--- config.mk ---
export PLATFORM = sky130hd
export DESIGN_NAME = melody_sequencer
export DESIGN_NICKNAME = d
export VERILOG_FILES = /design/src/rtl/audio_pkg.sv /design/src/rtl/melody_rom.sv /design/src/rtl/melody_sequencer.sv
export SDC_FILE = /design/constraint.sdc
export NUM_CORES = 1
export LEC_CHECK = 0
export CAP_MARGIN = 10
export CELL_PAD_IN_SITES_DETAIL_PLACEMENT = 0
export CELL_PAD_IN_SITES_GLOBAL_PLACEMENT = 1
export CORE_MARGIN = 2
export CORE_UTILIZATION = 37
export DETAILED_ROUTE_END_ITERATION = 12
export DONT_BUFFER_PORTS = 1
export PLACE_DENSITY_LB_ADDON = 0.1
export SLEW_MARGIN = 30
export SYNTH_ARGS = -nofsm -noshare
export SYNTH_HDL_FRONTEND = slang
export SYNTH_SLANG_ARGS = --single-unit
export TNS_END_PERCENT = 5
--- constraint.sdc ---
create_clock -name clk -period 9.2 [get_ports clk]
set_clock_uncertainty 0.15 [all_clocks]
set_input_delay 0.92 -clock clk [delete_from_list [all_inputs] [get_ports clk]]
set_output_delay 0.92 -clock clk [all_outputs]
set_load 0.01 [all_outputs]
--- src/rtl/audio_pkg.sv ---
// audio_pkg: note codes, half-period table, ROM entry layout and tune tables.
package audio_pkg;
  localparam logic [3:0] NOTE_REST = 4'd0;
  localparam logic [3:0] NOTE_D5 = 4'd1;
  localparam logic [3:0] NOTE_D6 = 4'd2;
  localparam logic [3:0] NOTE_D7 = 4'd3;
  localparam logic [3:0] NOTE_C1 = 4'd4;
  localparam logic [3:0] NOTE_C2 = 4'd5;
  localparam logic [3:0] NOTE_C3 = 4'd6;
  localparam int ENTRY_W = 7;
  localparam int CODE_LSB = 3;
  localparam int BEATS_LSB = 1;
  localparam int LAST_BIT = 0;
  typedef struct packed {
    logic [3:0] code;
    logic [1:0] beats;
    logic last;
  } entry_t;
  typedef enum logic [1:0] {IDLE, LOAD, PLAY, GAP} state_t;
  // half-periods in 100 MHz clock cycles, indexed by note code
  localparam logic [17:0] pkg_half [16] = '{
    18'd0, 18'd255102, 18'd227273, 18'd202429, 18'd191204, 18'd170358, 18'd151745, 18'd0,
    18'd0, 18'd0, 18'd0, 18'd0, 18'd0, 18'd0, 18'd0, 18'd0
  };
  localparam logic [3:0] theme_code [32] = '{
    NOTE_C1, NOTE_C2, NOTE_C3, NOTE_C2, NOTE_C1, NOTE_D5, NOTE_D6, NOTE_D7,
    NOTE_REST, NOTE_C1, NOTE_C1, NOTE_C2, NOTE_C3, NOTE_D7, NOTE_D6, NOTE_D5,
    NOTE_REST, NOTE_C3, NOTE_C2, NOTE_C1, NOTE_D7, NOTE_D6, NOTE_D5, NOTE_C1,
    NOTE_REST, NOTE_C1, NOTE_C2, NOTE_C3, NOTE_C3, NOTE_C1, NOTE_REST, NOTE_REST
  };
  localparam logic [1:0] theme_beats [32] = '{
    2'd0, 2'd0, 2'd0, 2'd1, 2'd0, 2'd0, 2'd0, 2'd1,
    2'd0, 2'd0, 2'd0, 2'd0, 2'd0, 2'd1, 2'd0, 2'd0,
    2'd1, 2'd0, 2'd0, 2'd0, 2'd0, 2'd0, 2'd1, 2'd0,
    2'd0, 2'd0, 2'd0, 2'd0, 2'd1, 2'd3, 2'd0, 2'd0
  };
  // tune 0 is the short test jingle, tune 1 the 30-note game theme
  function automatic entry_t tune_entry(input int tune, input logic [4:0] idx);
    entry_t rest_end;
    rest_end = entry_t'{NOTE_REST, 2'd0, 1'b1};
    return tune == 0 ? (idx == 5'd0 ? entry_t'{NOTE_C1, 2'd0, 1'b0} :
                        idx == 5'd1 ? entry_t'{NOTE_REST, 2'd1, 1'b0} :
                        idx == 5'd2 ? entry_t'{NOTE_D5, 2'd0, 1'b1} : rest_end) :
           tune == 1 && idx < 5'd30 ? entry_t'{theme_code[idx], theme_beats[idx], idx == 5'd29} :
           rest_end;
  endfunction
endpackage

--- src/rtl/melody_rom.sv ---
// melody_rom: combinational {tune, index} -> note entry lookup.
module melody_rom import audio_pkg::*; #(
  parameter int TS_W = 1,
  parameter int IDX_W = 5
) (
  input  logic [TS_W-1:0]  tune,
  input  logic [IDX_W-1:0] idx,
  output entry_t           entry
);
  assign entry = 32'(idx) >= 32 ? entry_t'{NOTE_REST, 2'd0, 1'b1} : tune_entry(int'(tune), 5'(idx));
endmodule

--- src/rtl/melody_sequencer.sv ---
// melody_sequencer: plays stored tunes as a square wave with rests, note gaps,
// looping and octave transposition.
module melody_sequencer import audio_pkg::*; #(
  parameter int NUM_TUNES = 2,
  parameter int TUNE_LEN = 32,
  parameter int HALF_W = 18,
  parameter int BEAT_CYCLES = 25_000_000,
  parameter int GAP_CYCLES = 1_000_000,
  parameter int TONE_SHIFT = 0,
  localparam int TS_W = NUM_TUNES > 1 ? $clog2(NUM_TUNES) : 1,
  localparam int IDX_W = $clog2(TUNE_LEN)
) (
  input  logic             clk,
  input  logic             rst,
  input  logic             start,
  input  logic             stop,
  input  logic             loop_en,
  input  logic [TS_W-1:0]  tune_sel,
  output logic             pwm,
  output logic             busy,
  output logic             done,
  output logic [IDX_W-1:0] note_idx
);
  localparam int DUR_W = $clog2(4 * BEAT_CYCLES);
  localparam logic [DUR_W-1:0] GAP_END = DUR_W'(GAP_CYCLES - 1);
  state_t state;
  entry_t entry;
  logic [TS_W-1:0] tune;
  logic [HALF_W-1:0] half, half_n, tone_cnt;
  logic [DUR_W-1:0] dur_cnt, play_end;
  logic [1:0] beats;
  logic rest, last;
  melody_rom #(.TS_W(TS_W), .IDX_W(IDX_W)) u_rom (.tune(tune), .idx(note_idx), .entry(entry));
  assign half_n = HALF_W'(pkg_half[entry.code] >> TONE_SHIFT);
  // PLAY covers the note's beats minus the trailing silent gap
  assign play_end = DUR_W'((32'(beats) + 32'd1) * 32'(BEAT_CYCLES) - 32'(GAP_CYCLES) - 32'd1);
  always_ff @(posedge clk or posedge rst) begin
    if (rst) begin
      state <= IDLE;
      pwm <= 1'b0;
      busy <= 1'b0;
      done <= 1'b0;
      note_idx <= '0;
      tune <= '0;
      half <= '0;
      tone_cnt <= '0;
      dur_cnt <= '0;
      beats <= '0;
      rest <= 1'b1;
      last <= 1'b0;
    end else begin
      done <= 1'b0;
      if (stop) begin
        state <= IDLE;
        pwm <= 1'b0;
        busy <= 1'b0;
      end else begin
        case (state)
          IDLE: if (start) begin
            tune <= tune_sel;
            note_idx <= '0;
            busy <= 1'b1;
            state <= LOAD;
          end
          LOAD: begin
            half <= half_n;
            rest <= entry.code == NOTE_REST || half_n == '0;
            beats <= entry.beats;
            last <= entry.last;
            tone_cnt <= '0;
            dur_cnt <= '0;
            pwm <= 1'b0;
            state <= PLAY;
          end
          PLAY: begin
            tone_cnt <= tone_cnt == half - 1'b1 ? '0 : tone_cnt + 1'b1;
            pwm <= dur_cnt == play_end ? 1'b0 : !rest && tone_cnt == half - 1'b1 ? !pwm : pwm;
            dur_cnt <= dur_cnt == play_end ? '0 : dur_cnt + 1'b1;
            state <= dur_cnt == play_end ? GAP : PLAY;
          end
          default: begin
            dur_cnt <= dur_cnt + 1'b1;
            if (dur_cnt == GAP_END) begin
              dur_cnt <= '0;
              if (!last && note_idx != IDX_W'(TUNE_LEN - 1)) begin
                note_idx <= note_idx + 1'b1;
                state <= LOAD;
              end else if (loop_en) begin
                note_idx <= '0;
                state <= LOAD;
              end else begin
                done <= 1'b1;
                busy <= 1'b0;
                state <= IDLE;
              end
            end
          end
        endcase
      end
    end
  end
endmodule

## Yosys cells after proc, flatten, opt, wreduce, memory -nomap -nowiden

Memories as Yosys holds them, arrays and structs flattened.
Cells that the tools add are included.

| word-level totals | value |
|---|---|
| bits in registers | 78 |
| bits in latches | 0 |
| RAM bits | 0 |
| ROM bits | 480 |
| bits of input ports | 6 |
| output and inout port bits | 8 |
| logic and storage cells | 116 |
| memories | 3 |

| cells by class | value |
|---|---|
| add/sub/neg operators | 7 |
| multipliers | 1 |
| div/mod/pow operators | 0 |
| $lt $le $gt $ge | 3 |
| eq/ne operators | 15 |
| shift-type cells | 0 |
| mux-type cells | 43 |
| bitwise gates (word level) | 5 |
| reductions and logical operators | 27 |

Memories:

| name | words | width | rd ports | clocked after Yosys merged registers in | wr ports | line | source |
|---|---|---|---|---|---|---|---|
| (no name shown) | 16 | 18 | 1 | 0 | 0 | melody_sequencer.sv:34 | `assign half_n = HALF_W'(pkg_half[entry.code] >> TONE_SHIFT);` |
| (no name shown) | 32 | 4 | 1 | 0 | 0 | audio_pkg.sv:44 | `tune == 1 && idx < 5'd30 ? entry_t'{theme_code[idx], theme_beats[idx], idx == 5'd29} :` |
| (no name shown) | 32 | 2 | 1 | 0 | 0 | audio_pkg.sv:44 |  |

Operators by type and width:

| cell | number |
|---|---|
| case mux 27 bit (3 select lines) | 1 |
| 2-to-1 mux 18 bit | 3 |
| 2-to-1 mux 27 bit | 2 |
| case mux 18 bit (2 select lines) | 1 |
| 2-to-1 mux 7 bit | 4 |
| adder 27 x 1 -> 27 bit, second input constant | 1 |
| == test 27 x 20 -> 1 bit, second input constant | 1 |
| == test 27 bit | 1 |
| subtractor 27 x 2 -> 27 bit, second input constant | 1 |
| subtractor 27 x 20 -> 27 bit, second input constant | 1 |
| multiplier 3 x 19 -> 21 bit, second input constant | 1 |
| 2-to-1 mux 5 bit | 4 |
| adder 18 x 1 -> 18 bit, second input constant | 1 |
| == test 18 bit | 1 |
| zero test 18 bit | 1 |
| subtractor 18 x 1 -> 18 bit, second input constant | 1 |
| 2-to-1 mux 1 bit | 16 |
| 2-to-1 mux 4 bit | 3 |
| 2-to-1 mux 2 bit | 5 |
| case mux 5 bit (2 select lines) | 1 |
| AND reduction 2 bit | 5 |
| AND reduction 5 bit | 2 |
| nonzero test 3 bit | 3 |
| >= comparator 6 bit, second input constant | 1 |
| 31 further kinds | 40 |

## Depth between registers and ports, before layout

Gate-level depths: netlist (run 1).

| logic depth | value |
|---|---|
| depth after elaboration | 12 |
| gate-level depth with buffers | 14 |
| gate-level depth less buffers | 12 |

## Hierarchy

Synthesis (run 1) repeated with hierarchy kept, for this count alone.

| second synthesis, totals | value |
|---|---|
| cell total of the unflattened synthesis | 648 |
| area total of the unflattened synthesis | 5,455.2 µm² |

By module, submodules not included:

| module | instances | cells each | area each (µm²) | seq. area each (µm²) |
|---|---|---|---|---|
| melody_sequencer | 1 | 599 | 5,146.2 | 1,878.1 |
| melody_rom | 1 | 49 | 309.0 | 0.0 |

## Worst setup path before layout (run 1)

No wires, ideal clock.

| path | value |
|---|---|
| path type | reg-to-reg |
| start point | register beats[0] |
| end point | register dur_cnt[10] |
| setup time | 0.132 ns |
| arrival time | 3.297 ns |
| required time | 8.918 ns |
| path slack | 5.621 ns |
| stages on the path, launching flop included | 14 |
| path buffers | 2 |
| period minus slack after synthesis | 3.579 ns |
| cells stage by stage | dfrtp_1 -> inv_1 -> ha_1 -> fa_1 -> xnor2_1 -> a211oi_1 -> a21o_1 -> a211oi_1 -> or4_1 -> nand3_1 -> and2_1 -> clkbuf_1 -> clkbuf_1 -> nor2_1 |

| between the ends | value |
|---|---|
| cells in the longest elaborated chain, start to end | 7 |

Ends and longest elaborated chain:

| element | line | source |
|---|---|---|
| start: declaration | melody_sequencer.sv:31 | `logic [1:0] beats;` |
| start signal: assignment | melody_sequencer.sv:68 | `beats <= entry.beats;` |
| adder 2 x 1 -> 3 bit | melody_sequencer.sv:36 | `assign play_end = DUR_W'((32'(beats) + 32'd1) * 32'(BEAT_CYCLES) - 32'(GAP_CYCLES) - 32'd1);` |
| multiplier 3 x 19 -> 21 bit | melody_sequencer.sv:36 |  |
| subtractor 27 x 20 -> 27 bit | melody_sequencer.sv:36 |  |
| subtractor 27 x 2 -> 27 bit | melody_sequencer.sv:36 |  |
| == test 27 bit | melody_sequencer.sv:78 | `dur_cnt <= dur_cnt == play_end ? '0 : dur_cnt + 1'b1;` |
| 2-to-1 mux 27 bit | melody_sequencer.sv:78 |  |
| case mux 27 bit (3 select lines) | melody_sequencer.sv:58 | `case (state)` |
| end signal: assignment | melody_sequencer.sv:78 |  |
| end signal: assignment | melody_sequencer.sv:82 | `dur_cnt <= dur_cnt + 1'b1;` |
| end: declaration | melody_sequencer.sv:30 | `logic [DUR_W-1:0] dur_cnt, play_end;` |

Every way passes these cells.
A chain may end at the register's enable or synchronous reset.

## Worst setup path after layout (run 1)

| path | value |
|---|---|
| start point | register beats[0] |
| end point | register dur_cnt[6] |

The elaborated chain is that of the path after synthesis.

==> flow_summary_export.csv, run 1 <==
group,metric,value,unit
run_status,status,"finished clean",
clock_tree,root_buffer,"clkbuf_16",
job,maxCapViolCount,0,
synth,synth_largest_area_cell,"dfrtp_1",
hold_path,hp-class,"reg -> reg",
placement,hpwlAfterDp,10000,um
layout,nets,666,
timing,tightest_slew,941,ps
pwr,pwr-share-seq,33.9,%
hold_path,min_to,"rest$_DFFE_PP1P_",
clock_tree,cts_setup_buffers,0,
layout,fillerInstances,1476,
timing,slew_violations,0,
clock_tree,cts_num_sinks,75,
worst_setup_path,cp_data_required_time,9240,ps
detailed_routing,postRouteAntennaNets,0,
grt,antenna_found_initial,0,
worst_setup_path,r2r_setup_slack,4990,ps
die,die_width,125,um
detailed_routing,drt-pass1-iter-count,4,
clock_tree,ctsHoldBuffers,0,
clock_tree,cts_inserted_buffers,9,
detailed_routing,wl_per_cell,16.7,um
placement,place_inst,802,
worst_setup_path,end_kind,"flip-flop",
grt,grt_max_degree,76,
synth,synth_compound_area_share,17.7,%
die,ios,14,
worst_setup_path,crit_path_start,"beats[0]$_DFFE_PP0P_",
hold_path,worstHoldStart,"rest$_DFFE_PP1P_",
pwr,p_clk_share,28.2,%
synth,synthAdderAreaFrac,7.27,%
synth,ys.flop_type,"dfrtp_1",
placement,place_congestion,0.823,
timing,timing.fmax,237,MHz
timing,post-route-min-period,4210,ps
detailed_routing,viasPerCell,5.60,
synth,muxShareOfSynthArea,2.09,%
synth,synth-edff-count,0,
die,die_h,125,um
synth,syn_nets,681,
detailed_routing,drt_iter0_drc,322,
clock_tree,clk_latency,340,ps
worst_setup_path,worst_r2r_endpoint,"dur_cnt[6]$_DFFE_PP0P_",
placement,numPortBuffers,0,
clock_tree,clock_path_buffers,2,
layout,diodes,0,
grt,grt_pass1_vias,4475,
grt,grt-ovfl-total,0,
layout,postLayoutCoreUtil,41.1,%
worst_setup_path,crit_fanout,25,
synth,synth_xor_xnor_area_share,8.06,%
synth,synthSimpleGateAreaFrac,26.5,%
worst_setup_path,cp.arrival,4250,ps
timing,finalHoldViolCount,0,
synth,ys_seq_elements,75,
grt,grt.total_usage,18.4,%
die,dieArea,15700,um2
pwr,p_comb_share,37.9,%
timing,slew_headroom,37.3,%
grt,grt_pass1_wl,23400,um
pwr,switchingPower,0.604,mW
pwr,max-vdd-ir-drop,128,uV
hold_path,whs_path_depth,2,
timing,finalSetupTns,0,ps
detailed_routing,via_count,4574,
worst_setup_path,crit_path_start_kind,"flip-flop",
timing,grt_setup_unrepaired,"no",
synth,synth_top_family_by_area,"simple AND/OR/NAND/NOR gates",
pwr,swShare,40.7,%
worst_setup_path,crit_type,"reg -> reg",
synth,yosysWarnings,0,
layout,syn2layout_area_growth,9.02,%
pwr,p_per_area,250,nW/um2
worst_setup_path,reg2regPathDepth,11,
layout,stdcell_count,817,
pwr,p_leak,2.41,nW
timing,whs,340,ps
clock_tree,clk_pin_slew,60,ps
worst_setup_path,r2r_start,"beats[0]$_DFFE_PP0P_",
detailed_routing,remaining_drc_errors,0,
die,core,14400,um2
detailed_routing,routed_wl,13600,um
synth,synth_area,5440,um2
synth,synth_commonest_cells,"74 x dfrtp_1, 69 x nand2_1, 65 x nor2_1",
die,initial_core_util,37.7,%
clock_tree,cts-htree-levels,3,
synth,syn_inst,644,
layout,drive_above_1_share,4.74,%
timing,setup_violations,0,
pwr,p_int,0.880,mW
synth,avgSynthCellArea,8.44,um2
synth,synth_top_area_share,34.1,%
timing,finalCritPeriodShare,45.8,%
clock_tree,cts_tree,"yes",
synth,async_reset_ff_share,100,%
synth,ys_types,70,
synth,synth_most_common_cell,"dfrtp_1",
clock_tree,cts-resized-gates,0,
synth,synth-seq-area-share,34.6,%
die,num_rows,44,
synth,netlist_top_cells_area,"dfrtp_1 34%, ha_1 6.9%, nand2_1 4.8%, xor2_1 4.7%, nor2_1 4.5%",
-- cell type report --
cell class | count | area [um2] | area share, %
repair buffers | 3 | 26.3 | 0.443
flip-flops and latches | 75 | 1880 | 31.7
clock inverters | 4 | 97.6 | 1.65
well taps | 184 | 230 | 3.89
inverters | 23 | 87.6 | 1.48
multi-input cells | 517 | 3350 | 56.6
clock buffers | 11 | 253 | 4.27
-- critical path, cell delays in order, from the launching register on --
cell	delay [ps]
dfrtp_1	500
inv_1	190
ha_1	350
fa_1	480
xnor2_1	190
a211oi_1	110
a221oi_1	300
a211oi_1	120
or4_1	560
nand3_1	140
and2_1	760
o21ai_0	200
-- power groups by stage --
stage | logic, mW | registers (mW) | clock network [mW]
floorplan | 0.469 | 0.453 | 0
global route | 0.643 | 0.516 | 0.444
detailed placement | 0.563 | 0.507 | 0
CTS | 0.565 | 0.502 | 0.430
global placement | 0.555 | 0.505 | 0
finish | 0.563 | 0.502 | 0.419
-- how the worst max path moves through the flow --
| stage | end | slack [ps] |
|---|---|---|
| 3_5_place_dp | dur_cnt[6]$_DFFE_PP0P_ | 4980 |
| 4_1_cts | dur_cnt[6]$_DFFE_PP0P_ | 4970 |
| 6_report | dur_cnt[6]$_DFFE_PP0P_ | 4990 |
| 2_1_floorplan | dur_cnt[10]$_DFFE_PP0P_ | 5620 |
| 5_1_grt | dur_cnt[6]$_DFFE_PP0P_ | 4570 |
| 3_3_place_gp | dur_cnt[6]$_DFFE_PP0P_ | 5120 |
-- sequential cells by signal, indices dropped and copies added (netlist names) --
| register | flops |
|---|---|
| dur_cnt | 27 |
| tone_cnt | 18 |
| half | 15 |
| note_idx | 5 |
| beats | 2 |
| state | 2 |
| busy | 1 |
| done | 1 |
| last | 1 |
| pwm | 1 |
| rest | 1 |
| tune | 1 |
-- logic make-up after synthesis --
family,after synthesis
simple gates,281
fa+ha+maj,31
buf+inv,52
xor+xnor,50
other cells,1
flops,75
compound gates,143
mux,11
-- routing by layer --
metal	part of all wire (%)	up-vias	GRT usage (%)
met3	2.7	15	3.00
met4	1.7	0	6.80
met5	0	-	0
met1	52	2204	26.9
li1	-	2298	-
met2	44	57	27.2
-- stage by stage --
stage / area (um2) / power (mW) / setup slack (ps)
6_report: 5930 / 1.48 / 4990
5_1_grt: 5930 / 1.60 / 4570
4_1_cts: 5930 / 1.50 / 4970
3_5_place_dp: 5580 / 1.07 / 4980
3_3_place_gp: 5570 / 1.06 / 5120
2_1_floorplan: 5440 / 0.921 / 5620
-- cell usage in the layout, fill, tap and decap left out, types with 9 or more instances in the layout --
cell type and n:
dfrtp_1 74, and3_1 13, nand4_1 12, clkbuf_16 9
nand3_1 29, nor3_1 23, nor2b_1 9, nand2_1 69
o21ai_0 48, nand2b_1 13, o31ai_1 11, xor2_1 29
inv_1 22, ha_1 30, nor2_1 65, xnor2_1 21
a21oi_1 17
(Power assumes the default switching activity.)
==> inputs of run 2 (changes only) <==
clock period = 3.7 ns   (was 9.2 ns; I/O delays follow)
==> flow_summary_export.csv, run 2 (same netlist as run 1, synthesis figures left out) <==
group,metric,value,unit
run_status,status,"finished clean",
grt,antenna_found_initial,0,
timing,whs,23.7,ps
worst_setup_path,cp.arrival,3530,ps
die,num_rows,44,
detailed_routing,drt_iter0_drc,294,
worst_setup_path,worst_path_largest_cell_delay,570,ps
clock_tree,cts-htree-levels,3,
worst_setup_path,crit_path_start_kind,"flip-flop",
job,maxCapViolCount,0,
timing,post-route-min-period,3450,ps
die,core,14400,um2
layout,finalInstanceArea,6030,um2
clock_tree,cts_setup_buffers,0,
worst_setup_path,r2r_start,"beats[0]$_DFFE_PP0P_",
clock_tree,clk_latency,350,ps
detailed_routing,via_count,4646,
worst_setup_path,critPathSlowestCell,"or4_1",
worst_setup_path,crit_chain,"inv_1 -> ha_2 -> inv_1 -> fa_1 -> xnor2_1 -> a211oi_2 -> a221oi_1 -> a211oi_1 -> or4_1 -> nand3_1 -> and2_1 -> buf_12 -> o21ai_0",
clock_tree,cts_num_sinks,75,
timing,grt_setup_unrepaired,"no",
grt,grt_max_degree,56,
detailed_routing,postRouteAntennaNets,0,
die,ios,14,
grt,grt-ovfl-total,0,
timing,finalSetupTns,0,ps
clock_tree,root_buffer,"clkbuf_16",
detailed_routing,wl_per_cell,16.3,um
worst_setup_path,crit_family,"simple AND/OR/NAND/NOR gates",
layout,top_regs,"dur_cnt x27, tone_cnt x18, half x15",
timing,finalCritPeriodShare,93.2,%
hold_path,hp-class,"in -> reg",
layout,syn2layout_area_growth,10.9,%
hold_path,min_to,"tune$_DFFE_PP0P_",
grt,grt_pass1_vias,4518,
timing,timing.fmax,290,MHz
worst_setup_path,cp_data_required_time,3780,ps
worst_setup_path,cp_common_cell,"inv_1",
die,die_h,125,um
clock_tree,cts_inserted_buffers,9,
detailed_routing,routed_wl,13600,um
layout,postLayoutCoreUtil,41.8,%
pwr,max-vdd-ir-drop,319,uV
clock_tree,cts_tree,"yes",
layout,nets,680,
hold_path,whs_path_depth,1,
timing,tightest_slew,873,ps
worst_setup_path,crit_fanout,25,
worst_setup_path,end_kind,"flip-flop",
placement,placed_cell_area,5680,um2
timing,finalHoldViolCount,0,
die,dieArea,15700,um2
worst_setup_path,critPathBufInv,3,
placement,place_congestion,0.827,
layout,largest_register,"dur_cnt",
die,initial_core_util,37.7,%
layout,layout_commonest_cell,"dfrtp_1",
worst_setup_path,reg2regPathDepth,13,
timing,slew_violations,0,
detailed_routing,remaining_drc_errors,0,
layout,diodes,0,
clock_tree,clock_path_buffers,2,
timing,timing.final.ws_setup,251,ps
hold_path,worstHoldStart,"tune_sel",
die,die_width,125,um
placement,numPortBuffers,0,
worst_setup_path,crit_type,"reg -> reg",
detailed_routing,viasPerCell,5.58,
layout,drive_above_1_share,7.25,%
timing,setup_violations,0,
detailed_routing,drt-pass1-iter-count,5,
grt,grt_pass1_wl,22900,um
pwr,p_per_area,607,nW/um2
placement,hpwlAfterDp,9950,um
grt,grt.total_usage,17.9,%
timing,slew_headroom,41.6,%
layout,final_cell_mix,"74 x dfrtp_1, 69 x nand2_1, 65 x nor2_1",
worst_setup_path,r2r_setup_slack,250,ps
clock_tree,clk_pin_slew,60,ps
layout,largest_reg_flops,27,
placement,preCtsSetupSlack,238,ps
pwr,p_leak,2.47,nW
worst_setup_path,worst_r2r_endpoint,"dur_cnt[6]$_DFFE_PP0P_",
[run 2: worst max-delay path by stage]
stage | slack, ps | to | cells after the start | from
2_1_floorplan | 120 | dur_cnt[10]$_DFFE_PP0P_ | 13 | beats[0]$_DFFE_PP0P_
3_3_place_gp | 340 | tone_cnt[13]$_DFFE_PP0P_ | 12 | half[0]$_DFFE_PP0P_
3_5_place_dp | 240 | dur_cnt[6]$_DFFE_PP0P_ | 13 | beats[0]$_DFFE_PP0P_
4_1_cts | 240 | dur_cnt[6]$_DFFE_PP0P_ | 13 | beats[0]$_DFFE_PP0P_
5_1_grt | 5 | tone_cnt[5]$_DFFE_PP0P_ | 12 | half[0]$_DFFE_PP0P_
6_report | 250 | dur_cnt[6]$_DFFE_PP0P_ | 13 | beats[0]$_DFFE_PP0P_
[run 2: where the power goes]
| group | total [mW] | leakage, nW | switching (mW) | internal [mW] |
|---|---|---|---|---|
| Clock | 0.923 | 0.148 | 0.363 | 0.560 |
| Sequential | 1.24 | 1.01 | 0.273 | 0.969 |
| Combinational | 1.49 | 1.31 | 0.894 | 0.600 |
[run 2: timing repair]
item,4_1_cts,5_1_grt
endpoints found under the hold margin,56,0
resized for setup,0,4
endpoints found under the setup margin,0,1
hold buffers,2,0
[run 2: area by class of cell]
cell class	count	area (um2)
Fill cell	1478	8400
Tap cell	184	230
Timing Repair Buffer	17	145
Multi-Input combinational cell	517	3370
Sequential cell	75	1880
Clock buffer	11	253
Clock inverter	5	58.8
Inverter	23	91.3
[run 2: metal layers]
metal | GRT usage [%] | share of wire, % | vias up
met5 | 0 | 0 | -
met4 | 6.41 | 1.6 | 0
met3 | 2.44 | 2.9 | 17
met2 | 28.6 | 45 | 71
met1 | 25.0 | 50 | 2237
li1 | - | - | 2321
[run 2: through the flow]
step	instances	power, mW
detailed placement	814	2.74
CTS	832	3.68
global route	832	3.95
finish	832	3.66
global placement	814	2.73
floorplan	644	2.29
